--- src/rtl/keccak_cust5_resp.sv ---
`default_nettype none
// ============================================================================
// Module      : keccak_cust5_resp
// Description : l.cust5 Keccak command responder. Packs absorb words into
//               64-bit lanes, pads the message and serves digest readout.
// Revision    : 1.0 - initial release
// ============================================================================
module keccak_cust5_resp #(
    parameter int          MAX_WORDS = 34,
    parameter logic [31:0] PAD_WORD  = 32'h0000_0006
) (
    input  logic         clk,
    input  logic         rst,
    input  logic         cmd_valid,
    output logic         cmd_ready,
    input  logic [4:0]   cmd_op,
    input  logic [5:0]   cmd_limm,
    input  logic [31:0]  cmd_a,
    output logic         res_valid,
    output logic [31:0]  res_data,
    output logic         busy,
    output logic         err,
    output logic         lane_valid,
    input  logic         lane_ready,
    output logic [63:0]  lane_data,
    output logic         lane_last,
    output logic         core_clear,
    input  logic         core_done,
    input  logic [511:0] core_digest
);

    localparam int         CNT_W       = $clog2(MAX_WORDS + 1);
    localparam logic [4:0] c_op_start  = 5'b00100;
    localparam logic [4:0] c_op_middle = 5'b00010;
    localparam logic [4:0] c_op_end    = 5'b00001;
    localparam logic [4:0] c_op_read   = 5'b01000;
    localparam logic [4:0] c_op_clear  = 5'b00000;

    typedef enum logic [2:0] {
        S_IDLE   = 3'd0,
        S_ABSORB = 3'd1,
        S_SEND   = 3'd2,
        S_PAD    = 3'd3,
        S_WAIT   = 3'd4
    } state_t;

    state_t            r_state;
    state_t            w_state_nxt;
    state_t            r_after;
    state_t            w_after_nxt;
    logic [CNT_W-1:0]  r_cnt;
    logic [31:0]       r_lo;
    logic [63:0]       r_lane;
    logic              r_lane_last;
    logic              r_err;
    logic              r_core_clear;
    logic              r_res_valid;
    logic [31:0]       r_res_data;
    logic [31:0]       r_digest [16];

    logic w_start;
    logic w_absorb;
    logic w_read;
    logic w_clear;
    logic w_capture;
    logic w_proto_err;
    logic w_load_pad;
    logic w_full;
    logic w_is_end;
    logic w_clear_req;

    assign w_full      = (r_cnt == CNT_W'(MAX_WORDS));
    assign w_is_end    = (cmd_op == c_op_end);
    assign w_clear_req = cmd_valid && (cmd_op == c_op_clear);

    assign lane_valid = (r_state == S_SEND);
    assign lane_data  = r_lane;
    assign lane_last  = lane_valid & r_lane_last;
    assign busy       = (r_state != S_IDLE);
    assign err        = r_err;
    assign core_clear = r_core_clear;
    assign res_valid  = r_res_valid;
    assign res_data   = r_res_data;

    always_ff @(posedge clk or negedge rst) begin
        if (!rst) begin
            r_state <= S_IDLE;
            r_after <= S_IDLE;
        end else begin
            r_state <= w_state_nxt;
            r_after <= w_after_nxt;
        end
    end

    always_comb begin
        w_state_nxt = r_state;
        w_after_nxt = r_after;
        cmd_ready   = 1'b0;
        w_start     = 1'b0;
        w_absorb    = 1'b0;
        w_read      = 1'b0;
        w_clear     = 1'b0;
        w_capture   = 1'b0;
        w_proto_err = 1'b0;
        w_load_pad  = 1'b0;
        if (w_clear_req) begin
            // Clear pre-empts everything, including a coincident core_done.
            cmd_ready   = 1'b1;
            w_clear     = 1'b1;
            w_state_nxt = S_IDLE;
        end else begin
            case (r_state)
                S_IDLE: begin
                    if (cmd_valid) begin
                        cmd_ready = 1'b1;
                        case (cmd_op)
                            c_op_start:           begin w_start = 1'b1; w_state_nxt = S_ABSORB; end
                            c_op_middle, c_op_end: w_proto_err = 1'b1;
                            c_op_read:            w_read = 1'b1;
                            default:              ;
                        endcase
                    end
                end
                S_ABSORB: begin
                    if (cmd_valid) begin
                        case (cmd_op)
                            c_op_start: begin
                                cmd_ready   = 1'b1;
                                w_start     = 1'b1;
                                w_proto_err = 1'b1;
                            end
                            c_op_middle, c_op_end: begin
                                cmd_ready = 1'b1;
                                w_absorb  = 1'b1;
                                if (w_full) begin
                                    w_proto_err = 1'b1;
                                    if (w_is_end) w_state_nxt = S_PAD;
                                end else if (r_cnt[0] || w_is_end) begin
                                    w_state_nxt = S_SEND;
                                    if (!w_is_end)    w_after_nxt = S_ABSORB;
                                    else if (r_cnt[0]) w_after_nxt = S_PAD;
                                    else              w_after_nxt = S_WAIT;
                                end
                            end
                            c_op_read: ;
                            default:   cmd_ready = 1'b1;
                        endcase
                    end
                end
                S_SEND: begin
                    if (lane_ready) w_state_nxt = r_after;
                end
                S_PAD: begin
                    w_load_pad  = 1'b1;
                    w_state_nxt = S_SEND;
                    w_after_nxt = S_WAIT;
                end
                S_WAIT: begin
                    if (core_done) begin
                        w_capture   = 1'b1;
                        w_state_nxt = S_IDLE;
                    end
                end
                default: w_state_nxt = S_IDLE;
            endcase
        end
    end

    always_ff @(posedge clk or negedge rst) begin
        if (!rst) begin
            r_cnt        <= '0;
            r_lo         <= '0;
            r_lane       <= '0;
            r_lane_last  <= 1'b0;
            r_err        <= 1'b0;
            r_core_clear <= 1'b0;
            r_res_valid  <= 1'b0;
            r_res_data   <= '0;
            for (int i = 0; i < 16; i++) r_digest[i] <= '0;
        end else begin
            r_core_clear <= w_start | w_clear;
            r_res_valid  <= w_read;
            if (w_read) begin
                r_res_data <= (cmd_limm < 6'd16) ? r_digest[cmd_limm[3:0]] : 32'h0;
            end
            if (w_clear) begin
                r_cnt       <= '0;
                r_lo        <= '0;
                r_lane      <= '0;
                r_lane_last <= 1'b0;
                r_err       <= 1'b0;
                for (int i = 0; i < 16; i++) r_digest[i] <= '0;
            end else if (w_start) begin
                r_cnt       <= CNT_W'(1);
                r_lo        <= cmd_a;
                r_lane_last <= 1'b0;
                r_err       <= w_proto_err;
                for (int i = 0; i < 16; i++) r_digest[i] <= '0;
            end else begin
                if (w_proto_err) r_err <= 1'b1;
                // Words past MAX_WORDS are dropped; only the flag records them.
                if (w_absorb && !w_full) begin
                    r_cnt <= r_cnt + CNT_W'(1);
                    if (!r_cnt[0]) begin
                        r_lo <= cmd_a;
                        if (w_is_end) begin
                            r_lane      <= {PAD_WORD, cmd_a};
                            r_lane_last <= 1'b1;
                        end
                    end else begin
                        r_lane      <= {cmd_a, r_lo};
                        r_lane_last <= 1'b0;
                    end
                end
                if (w_load_pad) begin
                    r_lane      <= {32'h0, PAD_WORD};
                    r_lane_last <= 1'b1;
                end
                if (w_capture) begin
                    for (int i = 0; i < 16; i++) r_digest[i] <= core_digest[32*i +: 32];
                end
            end
        end
    end

endmodule
`default_nettype wire

--- config.mk ---
export PLATFORM = sky130hd
export DESIGN_NAME = keccak_cust5_resp
export DESIGN_NICKNAME = d
export VERILOG_FILES = /design/src/rtl/keccak_cust5_resp.sv
export SDC_FILE = /design/constraint.sdc
export NUM_CORES = 1
export LEC_CHECK = 0
export ABC_AREA = 1
export CAP_MARGIN = 20
export CORE_UTILIZATION = 53
export DETAILED_ROUTE_END_ITERATION = 8
export PLACE_DENSITY = 0.79
export SYNTH_ARGS = -nofsm -noshare
export SYNTH_HDL_FRONTEND = slang
export SYNTH_SLANG_ARGS = --single-unit
--- constraint.sdc ---
create_clock -name clk -period 2.3 [get_ports clk]
set_input_delay 0.345 -clock clk [delete_from_list [all_inputs] [get_ports clk]]
set_output_delay 0.345 -clock clk [all_outputs]
set_load 0.05 [all_outputs]
==> results of run 1 <==
## power groups by stage
stage	clock network (W)	logic, W	registers, W
final	0.0113	0.0122	0.0141
after global routing	0.0118	0.0130	0.0142
after global placement	0	0.0118	0.0142
after floorplan	0	0.00536	0.0159
after detailed placement	0	0.0120	0.0141
after CTS	0.0113	0.0120	0.0140
## registers in the layout, summed over array words and instances, names as in the netlist
signal	cells
r_digest	512
r_after	3
r_lane_last	1
res_data	32
r_cnt	6
res_valid	1
core_clear	1
err	1
lane_data	64
r_state	3
r_lo	32
## through the flow
| step | TNS, ns | utilization |
|---|---|---|
| 2_1_floorplan | 0 | - |
| 6_report | 0 | 0.694 |
| 4_1_cts | 0 | 0.693 |
| 3_3_place_gp | 0 | 0.657 |
| 5_1_grt | 0 | 0.694 |
| 3_5_place_dp | -0.00148 | 0.657 |
## cell families (layout without fill, tap and decap cells)
kind of cell               Yosys count  count (layout)  synth area share
and+or+nand+nor                   2553            2553             0.337
AOI/OAI and AO/OA                  720             720             0.107
DFF                                656             656             0.485
buffers and inverters              538            1019            0.0704
adders and majority gates            2               2          0.000739
xor gates and xnor gates             1               1          0.000259
other                                0              16                 0
## cells in the final DEF (no fill, tap or decap), types with 4 or more instances in the layout
cell type / Yosys / layout
clkinv_2: 0 / 13
o21ai_0: 123 / 122
o21ai_1: 11 / 11
nand2_2: 4 / 6
nand3_1: 273 / 271
o211ai_1: 7 / 7
buf_4: 63 / 77
a21oi_1: 574 / 573
buf_12: 0 / 67
clkbuf_1: 252 / 17
inv_1: 85 / 85
clkdlybuf4s50_1: 0 / 649
diode_2: 0 / 16
inv_2: 10 / 8
dfrtp_1: 656 / 653
nand2_1: 1493 / 1491
nand3b_1: 4 / 4
clkbuf_8: 0 / 13
nand4_1: 549 / 549
clkbuf_16: 0 / 73
nor2_1: 217 / 215
## layout make-up
| cell class | count | area, um^2 |
|---|---|---|
| multi-input combinational | 3276 | 15100 |
| tap | 846 | 1060 |
| timing repair buffer | 802 | 8520 |
| antenna | 16 | 40.0 |
| sequential | 656 | 16400 |
| clock buffer | 103 | 2070 |
| fill | 5101 | 19300 |
| clock inverter | 18 | 171 |
| inverter | 96 | 370 |
## cells in the mapped netlist
cell type	count
o21ai_1	11
buf_6	4
nand4_2	1
buf_2	80
nor2_1	217
nor3_4	1
o21ai_0	123
o21bai_1	2
nor2_2	2
o211ai_1	7
a21oi_1	574
nand2_4	3
a22oi_1	1
nand2_8	1
buf_1	43
nand3_1	273
or2_2	1
clkinv_1	1
nand4_1	549
inv_1	85
nor3_1	1
nor3_2	1
a31oi_1	2
inv_2	10
nand2_1	1493
clkbuf_1	252
nand3_2	2
ha_1	2
dfrtp_1	656
xor2_1	1
buf_4	63
nand2_2	4
nand3b_1	4
## repair_timing
item / 4_1_cts / 5_1_grt
setup endpoints to repair: 2 / 5
hold buffers: 1 / 0
buffers inserted: 3 / 0
pin swaps: 2 / 1
gates resized for setup: 4 / 4
endpoints found under the hold margin: 80 / 0
## metal layers
layer | vias up | routed length (um)
met5 | - | 127
met4 | 18 | 8120
met3 | 385 | 14500
met2 | 2086 | 59600
met1 | 16900 | 50000
li1 | 16000 | -
## how the worst max path moves through the flow
stage                     slack [ns]            end  cells after the start
after floorplan                 0.11      cmd_ready                      5
after global placement          0.08  lane_data[60]                     10
after detailed placement     -0.0009  r_digest[336]                      9
after CTS                      0.002  lane_data[45]                      1
after global routing          0.0005    res_data[7]                      1
final                          0.008    res_data[7]                      1
==> impl_metrics.ini, run 1 <==
[clock_network]
clk_latency_ns = 0.60
clock_path_buffers = 3
cts_tree = done
root_buffer = clkbuf_16
htree_levels = 3
cts.reportedPaths.clkPinSlew_ns = 0.06
clock_sink_count = 656
cts_buffers = 70

[timing]
tightestPinTransition_ns = 0.864
final_hold_viol_count = 0
setup_ws_ns = 0.00830
min_period_over_period = 0.996
finalMaxSlewViolations = 0
rsz0062_at_grt = false
setup_viol = 0
hold_slack_ns = 0.200
slew_headroom = 0.424
fin_skew_ns = 0.0189
max_freq_mhz = 436
period_needed_ns = 2.29

[worst_setup_path]
path_buf_inv = 1
r2r_end = r_digest[439]
cp-start-kind = register
cp_slowest_cell = clkdlybuf4s50_1
crit_family = buffers and inverters
path_class = reg2out
worst_ep_arrival_time_ns = 1.95
cp-end-kind = output port
cp_cell_sequence = clkdlybuf4s50_1
r2r_setup_slack_ns = 0.24
max_stage_delay_ns = 0.88
cp-startpoint = res_data[7]
rr_startpoint = r_state[2]
worst-r2r-cell-count = 4
worst-path-max-fanout = 2
cp.required_ns = 1.96

[floorplanning]
die_h_um = 255
rows = 92
start_util = 0.537
core_area_um2 = 63100
dieArea_um2 = 64900
ios = 663
die_w_um = 255

[synthesis]
synth_top_area_cell = dfrtp_1
syn_area_um2 = 33900
yosysUniqueCellTypes = 33
avgSynthCellArea_um2 = 7.58
syn_inst = 4470
yosysWarnings = 0
synthTopCellsByArea = dfrtp_1 48%, nand2_1 17%, nand4_1 10%, a21oi_1 8.5%, nand3_1 4.0%
netlist.area_leader.share = 0.485
yosysSeqAreaShare = 0.485
synth-seq-cells = 656
syn_nets = 5032

[placement]
gp_congestion = 0.962
place_inst = 5672
dpl.hpwl_mm = 92.4
place_ws_ns = -0.000863
place_area_um2 = 41400
port_buffers = 662

[grt]
grt-busiest-layer = met2
antenna_found_initial = 25
grt_use_met2 = 0.597
use_met1 = 0.529
grt_overflow = 0
grt_util_met3 = 0.102
grt_pass1_vias = 32700
grt_pass1_wl_mm = 196
grt_use_total = 0.400
grt_max_degree = 191

[drt]
wl_per_cell_um = 22.8
drcViolationCount = 0
via_per_inst = 6.09
ant_nets = 0
first_iter_violations = 4834
routed_wl_mm = 132
vias = 35400
drt_first_pass_iters = 6

[job]
cap_violations = 0

[hold_path]
hold_path_class = in2async

[power]
p_switching_w = 0.0139
clockPowerShare = 0.301
leakagePower_nw = 19.6
powerDensity_nw_per_um2 = 858
pwr-share-seq = 0.374
ir_worst_vdd_uv = 1200
comb_power_share = 0.325
power_w = 0.0376
p_int_w = 0.0236
swShare = 0.371

[final_layout]
finalNonFillerCells = 5813
area_delta_synth_final_pct = 29.2
drive_gt1_frac = 0.0586
fin_area_um2 = 43800
nets = 5464

[status]
status = finished, final reports clean
Power figures use the tool's default switching activity.
==> run 2: changes to the inputs <==
- CELL_PAD_IN_SITES_DETAIL_PLACEMENT: unset -> 1
- CELL_PAD_IN_SITES_GLOBAL_PLACEMENT: unset -> 1
- CORE_UTILIZATION: 53 -> 38
- PLACE_DENSITY: 0.79 -> 0.78
==> impl_metrics.ini, run 2 (synthesis results as in run 1) <==
[placement]
gp_congestion = 0.896
port_buffers = 662
place_inst = 6021
dpl.hpwl_mm = 108
place_area_um2 = 42200

[grt]
antenna_found_initial = 23
grt_max_degree = 93
grt_use_total = 0.330
grt_pass1_wl_mm = 226
grt_overflow = 0
grt_pass1_vias = 36000

[floorplanning]
dieArea_um2 = 90300
ios = 663
start_util = 0.383
core_area_um2 = 88400
die_w_um = 301
rows = 109
die_h_um = 301

[final_layout]
nets = 5501
finalNonFillerCells = 6176
mostFrequentLayoutCells = 1491 x nand2_1, 654 x dfrtp_1, 640 x clkdlybuf4s50_1
fillers = 10700
multi_input_area_um2 = 15100
drive_gt1_frac = 0.0694
fin_area_um2 = 44800
regMostFlops = r_digest
seqCellArea_um2 = 16400
area_delta_synth_final_pct = 32.3
largest_reg_flops = 512
final_common_cell = nand2_1

[power]
ir_worst_vdd_uv = 1110
leakagePower_nw = 19.9
powerDensity_nw_per_um2 = 877

[worst_setup_path]
path_class = reg2out
cp_slowest_cell = clkdlybuf4s50_1
worst_ep_arrival_time_ns = 1.92
max_stage_delay_ns = 0.92
path_buf_inv = 1
worst-path-max-fanout = 2
cp-start-kind = register
cp-end-kind = output port
cp_cell_sequence = clkdlybuf4s50_1
crit_family = buffers and inverters
cp.required_ns = 1.96

[clock_network]
clock_path_buffers = 3
clk_latency_ns = 0.63
root_buffer = clkbuf_16
htree_levels = 3
cts.reportedPaths.clkPinSlew_ns = 0.06
cts_tree = done
cts_buffers = 76
clock_sink_count = 656

[job]
cap_violations = 0

[timing]
max_freq_mhz = 441
period_needed_ns = 2.27
hold_slack_ns = 0.222
finalMaxSlewViolations = 0
rsz0062_at_grt = false
setup_viol = 0
tightestPinTransition_ns = 0.707
fin_skew_ns = 0.0186
slew_headroom = 0.528
final_hold_viol_count = 0
min_period_over_period = 0.987

[drt]
wl_per_cell_um = 24.6
routed_wl_mm = 152
drcViolationCount = 0
first_iter_violations = 3406
ant_nets = 0
via_per_inst = 5.73
drt_first_pass_iters = 8
vias = 35400

[hold_path]
hold_path_class = in2reg

[status]
status = finished, final reports clean
-- run 2: final timing paths --
| path | from | to | slack, ns | cells after the start |
|---|---|---|---|---|
| setup / recovery | res_data[17] | res_data[17] | 0.03 | 1 |
| hold / removal | core_done | r_digest[83] | 0.22 | 3 |
| setup reg to reg | r_state[0] | r_digest[350] | 0.28 | 8 |
| hold reg to reg | lane_data[17] | lane_data[17] | 0.48 | 2 |
| max in group asynchronous | rst | r_digest[452] | 1.06 | 3 |
| min in group asynchronous | rst | r_lo[6] | 0.29 | 2 |
-- run 2: where the power goes --
| part | leakage (nW) | switching [W] | total (W) | internal [W] |
|---|---|---|---|---|
| logic | 9.59 | 0.00848 | 0.0126 | 0.00415 |
| clock network | 1.26 | 0.00520 | 0.0127 | 0.00747 |
| registers | 9.05 | 0.00102 | 0.0140 | 0.0130 |
-- run 2: through the flow --
step,TNS (ns),worst slack (ns),power (W),utilization
2_1_floorplan,0,0.106,0.0212,-
3_3_place_gp,0,0.0120,0.0264,0.477
3_5_place_dp,-2.92,-0.0973,0.0266,0.477
4_1_cts,0,0.00116,0.0394,0.507
5_1_grt,0,0.0102,0.0409,0.507
6_report,0,0.0306,0.0393,0.507
-- run 2: layout make-up --
cell class,instances,area share
Inverter,96,0.00837
Tap cell,1165,0.0325
Multi-Input combinational cell,3276,0.338
Antenna cell,14,0.000781
Clock inverter,27,0.00756
Clock buffer,109,0.0493
Timing Repair Buffer,833,0.198
Sequential cell,656,0.366
-- run 2: metal layers --
| metal | track usage | share of wire | up-vias | routed length [um] |
|---|---|---|---|---|
| met1 | 0.438 | 0.42 | 17800 | 63700 |
| met5 | 0 | 0.00082 | - | 125 |
| met4 | 0.132 | 0.041 | 18 | 6300 |
| li1 | - | - | 16100 | - |
| met2 | 0.531 | 0.47 | 1180 | 71500 |
| met3 | 0.0598 | 0.068 | 294 | 10300 |
-- run 2: repair_timing --
item	4_1_cts	5_1_grt
setup buffers	2	2
endpoints found under the hold margin	33	0
setup endpoints to repair	2	4
pin swaps	3	1
hold buffers	1	0
resized for setup	7	2
